<file path="src/rtl/gray_pkg.sv">
// Shared types and helpers for the Gray-to-binary arbiter slice.
package gray_pkg;

  localparam int unsigned DEFAULT_WIDTH = 32;

  typedef logic [DEFAULT_WIDTH-1:0] gray_word_t;

  typedef enum logic {
    OUT_EMPTY = 1'b0,
    OUT_FULL  = 1'b1
  } out_state_e;

  // True when exactly one bit of x is set.
  function automatic logic is_pop_one(input gray_word_t x);
    return (x != '0) && ((x & (x - gray_word_t'(1))) == '0);
  endfunction

endpackage

</file>
<file path="src/rtl/gray2bin.sv">
// Combinational Gray-to-binary converter, MSB-first XOR chain.
module gray2bin #(
  parameter int unsigned WIDTH = 32
) (
  input  logic [WIDTH-1:0] gray_i,
  output logic [WIDTH-1:0] bin_o
);

  always_comb begin
    bin_o = '0;
    bin_o[WIDTH-1] = gray_i[WIDTH-1];
    for (int k = int'(WIDTH) - 2; k >= 0; k--) begin
      bin_o[k] = bin_o[k+1] ^ gray_i[k];
    end
  end

endmodule

</file>
<file path="src/rtl/gray_decode_arbiter.sv">
// Round-robin shared Gray-to-binary converter with a one-deep tagged output register.
// Optional per-requester Gray sequence check enabled by GRAY_SEQ_CHECK_EN.
module gray_decode_arbiter
  import gray_pkg::*;
#(
  parameter  int unsigned N_REQ = 4,
  parameter  int unsigned WIDTH = 32,
  localparam int unsigned ID_W  = $clog2(N_REQ)
) (
  input  logic                   clk,
  input  logic                   rst,
  input  logic [N_REQ-1:0]       req_valid,
  input  logic [N_REQ*WIDTH-1:0] req_data,
  output logic [N_REQ-1:0]       req_ready,
  output logic                   out_valid,
  output logic [WIDTH-1:0]       out_data,
  output logic [ID_W-1:0]        out_id,
  input  logic                   out_ready,
  output logic                   out_err
);

  out_state_e        state_q, state_d;
  logic [WIDTH-1:0]  data_q, data_d;
  logic [ID_W-1:0]   id_q, id_d;
  logic [ID_W-1:0]   rr_ptr_q, rr_ptr_d;

  logic              can_load;
  logic              win_found;
  logic [ID_W-1:0]   win_idx;
  logic              xfer;
  logic [WIDTH-1:0]  sel_word;
  logic [WIDTH-1:0]  sel_bin;

  function automatic logic [ID_W-1:0] wrap_idx(input logic [ID_W-1:0] base,
                                               input int unsigned off);
    return ID_W'((32'(base) + off) % N_REQ);
  endfunction

  assign can_load = (state_q == OUT_EMPTY) || out_ready;

  // Round-robin search starting at rr_ptr_q.
  always_comb begin
    win_found = 1'b0;
    win_idx   = '0;
    for (int unsigned i = 0; i < N_REQ; i++) begin
      if (!win_found && req_valid[wrap_idx(rr_ptr_q, i)]) begin
        win_found = 1'b1;
        win_idx   = wrap_idx(rr_ptr_q, i);
      end
    end
  end

  always_comb begin
    req_ready = '0;
    if (win_found && can_load && !rst) begin
      req_ready = N_REQ'(1) << win_idx;
    end
  end

  assign xfer     = |req_ready;
  assign sel_word = req_data[32'(win_idx)*WIDTH +: WIDTH];

  gray2bin #(.WIDTH(WIDTH)) u_gray2bin (
    .gray_i (sel_word),
    .bin_o  (sel_bin)
  );

  // Output register next state: load wins over drain so there is no bubble.
  always_comb begin
    state_d  = state_q;
    data_d   = data_q;
    id_d     = id_q;
    rr_ptr_d = rr_ptr_q;
    if (xfer) begin
      state_d  = OUT_FULL;
      data_d   = sel_bin;
      id_d     = win_idx;
      rr_ptr_d = wrap_idx(win_idx, 1);
    end else if ((state_q == OUT_FULL) && out_ready) begin
      state_d = OUT_EMPTY;
    end
  end

  always_ff @(posedge clk) begin
    if (rst) begin
      state_q  <= OUT_EMPTY;
      data_q   <= '0;
      id_q     <= '0;
      rr_ptr_q <= '0;
    end else begin
      state_q  <= state_d;
      data_q   <= data_d;
      id_q     <= id_d;
      rr_ptr_q <= rr_ptr_d;
    end
  end

  assign out_valid = (state_q == OUT_FULL);
  assign out_data  = data_q;
  assign out_id    = id_q;

`ifdef GRAY_SEQ_CHECK_EN
  logic [WIDTH-1:0] last_g_q [N_REQ];
  logic [N_REQ-1:0] seen_q;
  logic             err_q, err_d;
  logic [WIDTH-1:0] diff;

  assign diff = sel_word ^ last_g_q[win_idx];

  // A legal Gray successor differs from the previous word in exactly one bit.
  always_comb begin
    err_d = err_q;
    if (xfer) begin
      err_d = seen_q[win_idx] && !is_pop_one(gray_word_t'(diff));
    end
  end

  always_ff @(posedge clk) begin
    if (rst) begin
      err_q  <= 1'b0;
      seen_q <= '0;
      for (int unsigned k = 0; k < N_REQ; k++) begin
        last_g_q[k] <= '0;
      end
    end else begin
      err_q <= err_d;
      if (xfer) begin
        last_g_q[win_idx] <= sel_word;
        seen_q[win_idx]   <= 1'b1;
      end
    end
  end

  assign out_err = err_q;
`else
  assign out_err = 1'b0;
`endif

endmodule
</file>
<file path="config.mk">
export PLATFORM = sky130hd
export DESIGN_NAME = gray_decode_arbiter
export DESIGN_NICKNAME = d
export VERILOG_FILES = /design/src/rtl/gray_pkg.sv /design/src/rtl/gray2bin.sv /design/src/rtl/gray_decode_arbiter.sv
export SDC_FILE = /design/constraint.sdc
export NUM_CORES = 1
export LEC_CHECK = 0
export BUFFER_PORTS_ARGS = -buffer_cell sky130_fd_sc_hd__buf_4
export CORE_UTILIZATION = 47
export CTS_CLUSTER_DIAMETER = 150
export DETAILED_ROUTE_END_ITERATION = 12
export HOLD_SLACK_MARGIN = 0.08
export PLACE_DENSITY = 0.9
export SYNTH_ARGS = -nofsm -noshare
export SYNTH_HDL_FRONTEND = slang
export SYNTH_HIERARCHICAL = 1
export SYNTH_SLANG_ARGS = --single-unit
</file>
<file path="constraint.sdc">
create_clock -name clk -period 4.6 [get_ports clk]
set_input_delay 0.46 -clock clk [delete_from_list [all_inputs] [get_ports clk]]
set_output_delay 0.46 -clock clk [all_outputs]
set_load 0.005 [all_outputs]
</file>
# After elaboration in Yosys (flattened, before gate mapping)
# Index checks and enable logic that the tools add are counted.
[word_totals]
ff_bits = 37
out_inout_bits = 40
wordCells = 78
[op_classes]
n_addsub = 4
order_cmp = 4
shifts = 2
muxes = 19
bitwise_logic = 32
n_reduce_logical = 13
[op_table]
columns = ["op", "n"]
rows = [
  ["128-bit by 8-bit variable part select with 32-bit output", 1],
  ["1-bit bitwise XOR", 31],
  ["2-bit by 3-bit less-than comparator with 1-bit output, second input constant", 4],
  ["1-bit two-way mux", 10],
  ["1-bit binary-select mux with 2-bit select", 4],
  ["2-bit two-way mux", 4],
  ["1-bit logical AND", 6],
  ["2-bit by 1-bit adder with 2-bit output, second input constant", 2],
  ["2-bit adder, second input constant", 2],
  ["1-bit logical NOT", 4],
  ["4-bit two-way mux", 1],
  ["4-bit OR reduction", 1],
  ["1-bit by 2-bit << shifter with 4-bit output, first input constant", 1],
  ["2-bit nonzero test", 1],
  ["1-bit logical OR", 1],
  ["1-bit inverter", 1],
]

# Depth between registers and ports, before layout
[logic_depth]
word_depth = 44
mapped_depth = 16
depth_no_buf = 13

# Modules after synthesis
# Netlist, hierarchy kept.
[by_module_without_submodules]
columns = ["mod", "instances", "cells_each", "area_per_inst_um2", "seq_area_each_um2"]
rows = [
  ["gray_decode_arbiter", 1, 283, 2531.2, 740.7],
  ["gray2bin", 1, 65, 968.4, 0.0],
]

# Least setup slack after synthesis
# OpenSTA, ideal clock, no wires.
[synth_path]
path_kind = "input to register"
start = "in req_valid[2]"
end = "reg data_q[10], in the netlist out_data[10]"
arrival_time_ns = 3.561
t_required_ns = 4.470
slack_ns = 0.910
cell_stages = 15
path_cell_list = "nor2b_1 -> o32a_1 -> buf_6 -> buf_6 -> buf_6 -> mux2i_1 -> mux2i_1 -> xor3_2 -> xnor3_2 -> inv_2 -> xnor3_2 -> buf_6 -> xnor3_1 -> nand2_1 -> o21ai_0"
[synth_via]
elab_chain_cells = 34
word_cells_on_any_way = 49
cone_classes = "shift (2); mux (17); bitwise (21); reduce/logical (9)"
[synth_lines]
columns = ["element", "line", "text"]
rows = [
  ["from (decl)", "gray_decode_arbiter.sv:12", "input logic [N_REQ-1:0] req_valid,"],
  ["1-bit binary-select mux with 2-bit select", "gray_decode_arbiter.sv:46", "if (!win_found && req_valid[wrap_idx(rr_ptr_q, i)]) begin"],
  ["1-bit two-way mux (implied by the code)", "gray_decode_arbiter.sv:46", ""],
  ["1-bit two-way mux", "gray_decode_arbiter.sv:46", ""],
  ["1-bit logical NOT", "gray_decode_arbiter.sv:46", ""],
  ["1-bit logical AND", "gray_decode_arbiter.sv:46", ""],
  ["1-bit two-way mux", "gray_decode_arbiter.sv:46", ""],
  ["1-bit logical NOT", "gray_decode_arbiter.sv:46", ""],
  ["1-bit logical AND", "gray_decode_arbiter.sv:46", ""],
  ["(+4 left out)", "n/a", ""],
  ["128-bit by 8-bit variable part select with 32-bit output *", "gray_decode_arbiter.sv:61", "assign sel_word = req_data[32'(win_idx)*WIDTH +: WIDTH];"],
  ["net sel_word[31]", "gray_decode_arbiter.sv:31", "logic [WIDTH-1:0] sel_word;"],
  ["1-bit bitwise XOR * (2 in series)", "gray2bin.sv:13", "bin_o[k] = bin_o[k+1] ^ gray_i[k];"],
  ["net sel_bin[29]", "gray_decode_arbiter.sv:32", "logic [WIDTH-1:0] sel_bin;"],
  ["1-bit bitwise XOR * (2 in series)", "gray2bin.sv:13", ""],
  ["net sel_bin[27]", "gray_decode_arbiter.sv:32", ""],
  ["1-bit bitwise XOR * (17 in series)", "gray2bin.sv:13", ""],
  ["net sel_bin[10]", "gray_decode_arbiter.sv:32", ""],
  ["to (signal assigned)", "gray_decode_arbiter.sv:92", "data_q <= data_d;"],
  ["to (decl)", "gray_decode_arbiter.sv:23", "logic [WIDTH-1:0] data_q, data_d;"],
]
# Mark *: on every way through the listed nets, which the timed path passes. The rest lies on a longest branch. The select of a mux whose other input is x is not followed.
# A chain may end at the register's enable or synchronous reset.

# Worst setup path after layout
[layout_path]
start = "reg rr_ptr_q[0]"
end = "reg data_q[2], in the netlist out_data[2]"
[layout_via]
elab_chain_cells = 42
word_cells_on_any_way = 60
cone_classes = "add/sub (3); shift (2); mux (17); bitwise (29); reduce/logical (9)"
[layout_lines]
columns = ["element", "line", "text"]
rows = [
  ["from (decl)", "gray_decode_arbiter.sv:25", "logic [ID_W-1:0] rr_ptr_q, rr_ptr_d;"],
  ["from (signal assigned)", "gray_decode_arbiter.sv:94", "rr_ptr_q <= rr_ptr_d;"],
  ["parallel branches: the longest is 11 deep, another holds 2-bit by 1-bit adder with 2-bit output", "n/a", ""],
  ["2-bit two-way mux *", "gray_decode_arbiter.sv:46", ""],
  ["128-bit by 8-bit variable part select with 32-bit output *", "gray_decode_arbiter.sv:61", ""],
  ["net sel_word[31]", "gray_decode_arbiter.sv:31", ""],
  ["1-bit bitwise XOR * (2 in series)", "gray2bin.sv:13", ""],
  ["net sel_bin[29]", "gray_decode_arbiter.sv:32", ""],
  ["1-bit bitwise XOR * (2 in series)", "gray2bin.sv:13", ""],
  ["net sel_bin[27]", "gray_decode_arbiter.sv:32", ""],
  ["1-bit bitwise XOR * (6 in series)", "gray2bin.sv:13", ""],
  ["net sel_bin[21]", "gray_decode_arbiter.sv:32", ""],
  ["1-bit bitwise XOR * (19 in series)", "gray2bin.sv:13", ""],
  ["net sel_bin[2]", "gray_decode_arbiter.sv:32", ""],
]
# Mark *: on every way through the listed nets, which the timed path passes. The select of a mux whose other input is x is not followed.

==> out/metrics.yaml <==
synthesis:
  synth.distinct_cells: 33
  syn_area_um2: 3500
  yosysTopAreaCell: "mux2i_1"
  seq_area_frac_synth_pct: 21.2
  synth_edf_count: 0
  yosys_warnings: 6
  synth_nets: 483
  ys_ff_latch: 37
  netlist_instances: 348
  syn_avg_cell_area_um2: 10.1
  synth_top_area_share_pct: 27.7
  synth.top_cells.by_count: "mux2i_1 (97), dfxtp_1 (37), nand2b_1 (36)"
  synth_area_leaders: "mux2i_1 (28%), dfxtp_1 (21%), xnor3_1 (14%), nand2b_1 (6.4%), xnor2_1 (5.3%)"
  synth_ff_type: "dfxtp_1"
  synth_most_common_cell: "mux2i_1"
  synthArstFlopShare_pct: 0
floorplanning:
  die_area_um2: 7800
  rows: 31
  io_pins: 175
  die_h_um: 88.3
  start_util_pct: 48.5
  coreArea_um2: 7210
  die_w_um: 88.3
worst_setup_path:
  worstPathCellList: "nand2b_1 > nor2b_1 > o32a_2 > mux2i_1 > mux2i_1 > xor3_2 > xnor3_2 > inv_2 > xnor3_2 > clkinv_2 > xnor3_1 > nand2_1 > o21ai_0"
  cp.required_ps: 4750
  path_delay_family: "XOR/XNOR gates"
  crit_path_max_fanout: 15
  r2r_cells: 13
  critical_path_buf_inv_count: 2
  ff2ff_setup_slack_ps: 600
  start_kind: "register"
  slowest_delay_ps: 660
  r2r-start: "rr_ptr_q[0]"
  endpoint_kind: "register"
  critical_path_arrival_ps: 4150
  r2r_end: "out_data[2]"
  criticalPathCategory: "reg2reg"
  critPathSlowestCell: "xnor3_2"
timing:
  skew_ps: 3.96
  slew_violations: 0
  fin_crit_sh_pct: 87.0
  fmax_ghz: 0.250
  rsz0062_at_grt: "false"
  setup_viol: 0
  tns_ps: 0
  slew_headroom_pct: 18.8
  final_hold_viol_count: 0
  tightestPinTransition_ps: 1220
  period_minus_slack_ps: 4000
global_routing:
  gr-usage-met3_pct: 4.10
  grt_max_degree: 39
  overflow: 0
  grt_pass1_wl_mm: 12.5
  grt_pass1_vias: 2817
  grtUsageMet2_pct: 39.3
  grtUsageTotal_pct: 20.6
  use_met1_pct: 23.4
  antenna_found_initial: 0
  grt_most_used_layer: "met2"
placement:
  io_buffers: 173
  gp_congestion: 0.764
  dpl.hpwl_mm: 6.54
  numPlacedInstances: 601
power_and_ir_drop:
  vdd.ir_drop.worst_mv: 0.490
  power_uw: 3710
  power_density_nw_per_um2: 753
  power_leakage_uw: 0.00246
clock_tree:
  cts-hold-fix-buffers: 0
  postCtsSetupRepairBufs: 0
  cts_tree: "built"
  root_buffer: "clkbuf_8"
  clkSinkCount: 37
  clock_latency_ps: 280
  path_clk_slew_ps: 70
  clockBufferDepth: 2
  cts-htree-levels: 2
  cts.repair.resized: 0
  cts_made_buffers: 5
min_path:
  worstHoldPathCells: 3
  holdCritStartpoint: "out_ready"
  holdCritPathClass: "in2reg"
  worstHoldEndpoint: "out_valid"
layout:
  syn_to_final_growth_pct: 41.0
  fin_util_pct: 68.4
  instances_no_fill: 608
  fin_nets: 644
  antenna_cells: 0
  fillers: 611
  layout-drive-gt1-share_pct: 39.3
drt:
  first_pass_iters: 5
  drt-initial-drc-count: 91
  vias: 3062
  drt-total-wl_mm: 8.51
  viasPerCell: 5.04
  postRouteAntennaNets: 0
  drc: 0
  routedWlPerCell_um: 14.0
flow_run:
  maxCapViolCount: 0
run_status:
  outcome: "finished clean"
## logic make-up after synthesis
kind of cell	synth area share (%)
compound gates	6.08
xor+xnor	26.7
buf+inv	5.15
flops	21.2
mux	27.7
other cells	0.107
simple gates	13.0
## cells in the final DEF (no fill, tap or decap), types with 2 or more instances in the layout
| cell type | n |
|---|---|
| a211oi_1 | 2 |
| clkbuf_8 | 6 |
| nor2_1 | 5 |
| o21ai_0 | 33 |
| nor2b_1 | 3 |
| dfxtp_1 | 37 |
| nand2b_1 | 36 |
| xnor3_1 | 21 |
| nand2_1 | 33 |
| buf_4 | 179 |
| xor3_1 | 4 |
| mux2i_1 | 97 |
| xor2_1 | 9 |
| buf_12 | 2 |
| xnor3_2 | 2 |
| a21oi_1 | 3 |
| xnor2_1 | 21 |
## power breakdown
group | internal [µW] | total (µW) | switching (µW) | leakage [µW]
Sequential | 460 | 525 | 65.0 | 0.000308
Clock | 119 | 231 | 112 | 0.0000443
Combinational | 1880 | 2960 | 1080 | 0.00211
## per-layer routing
metal	vias up	share of wire [%]
li1	1527	-
met2	109	51
met1	1410	41
met3	16	6.3
met4	0	1.3
met5	-	0
## worst max path at each step
stage                       startpoint      endpoint  depth (start not counted)
after floorplan           req_valid[2]  out_data[10]                         15
after global placement    req_valid[0]  out_data[11]                         14
after detailed placement  req_valid[1]   out_data[2]                         14
after CTS                  rr_ptr_q[0]   out_data[2]                         13
after global routing       rr_ptr_q[0]   out_data[2]                         13
final                      rr_ptr_q[0]   out_data[2]                         13
## sequential cells by signal, indices dropped and copies added, names as in the netlist
| signal | flops |
|---|---|
| out_data | 32 |
| rr_ptr_q | 2 |
| out_valid | 1 |
| out_id | 2 |
## cell type report
class | instances | area [µm²] | area share, %
Clock buffer | 7 | 86.3 | 1.75
Inverter | 2 | 8.76 | 0.177
Multi-Input combinational cell | 282 | 2590 | 52.5
Sequential cell | 37 | 741 | 15.0
Tap cell | 99 | 124 | 2.51
Timing Repair Buffer | 181 | 1380 | 28.0
## tightest hold or removal path, cell delays in order
cell and delay (ps):
buf_4 70, nand2b_1 100, a21oi_1 60
## per-stage QoR
| step | hold WS, ps | setup slack [ps] | area (µm²) |
|---|---|---|---|
| after floorplan | 466 | 910 | 3500 |
| after global placement | 461 | 572 | 4850 |
| after detailed placement | 469 | 369 | 4850 |
| after CTS | 464 | 587 | 4930 |
| after global routing | 491 | 362 | 4930 |
| final | 468 | 599 | 4930 |
Power figures use the tool's default switching activity.
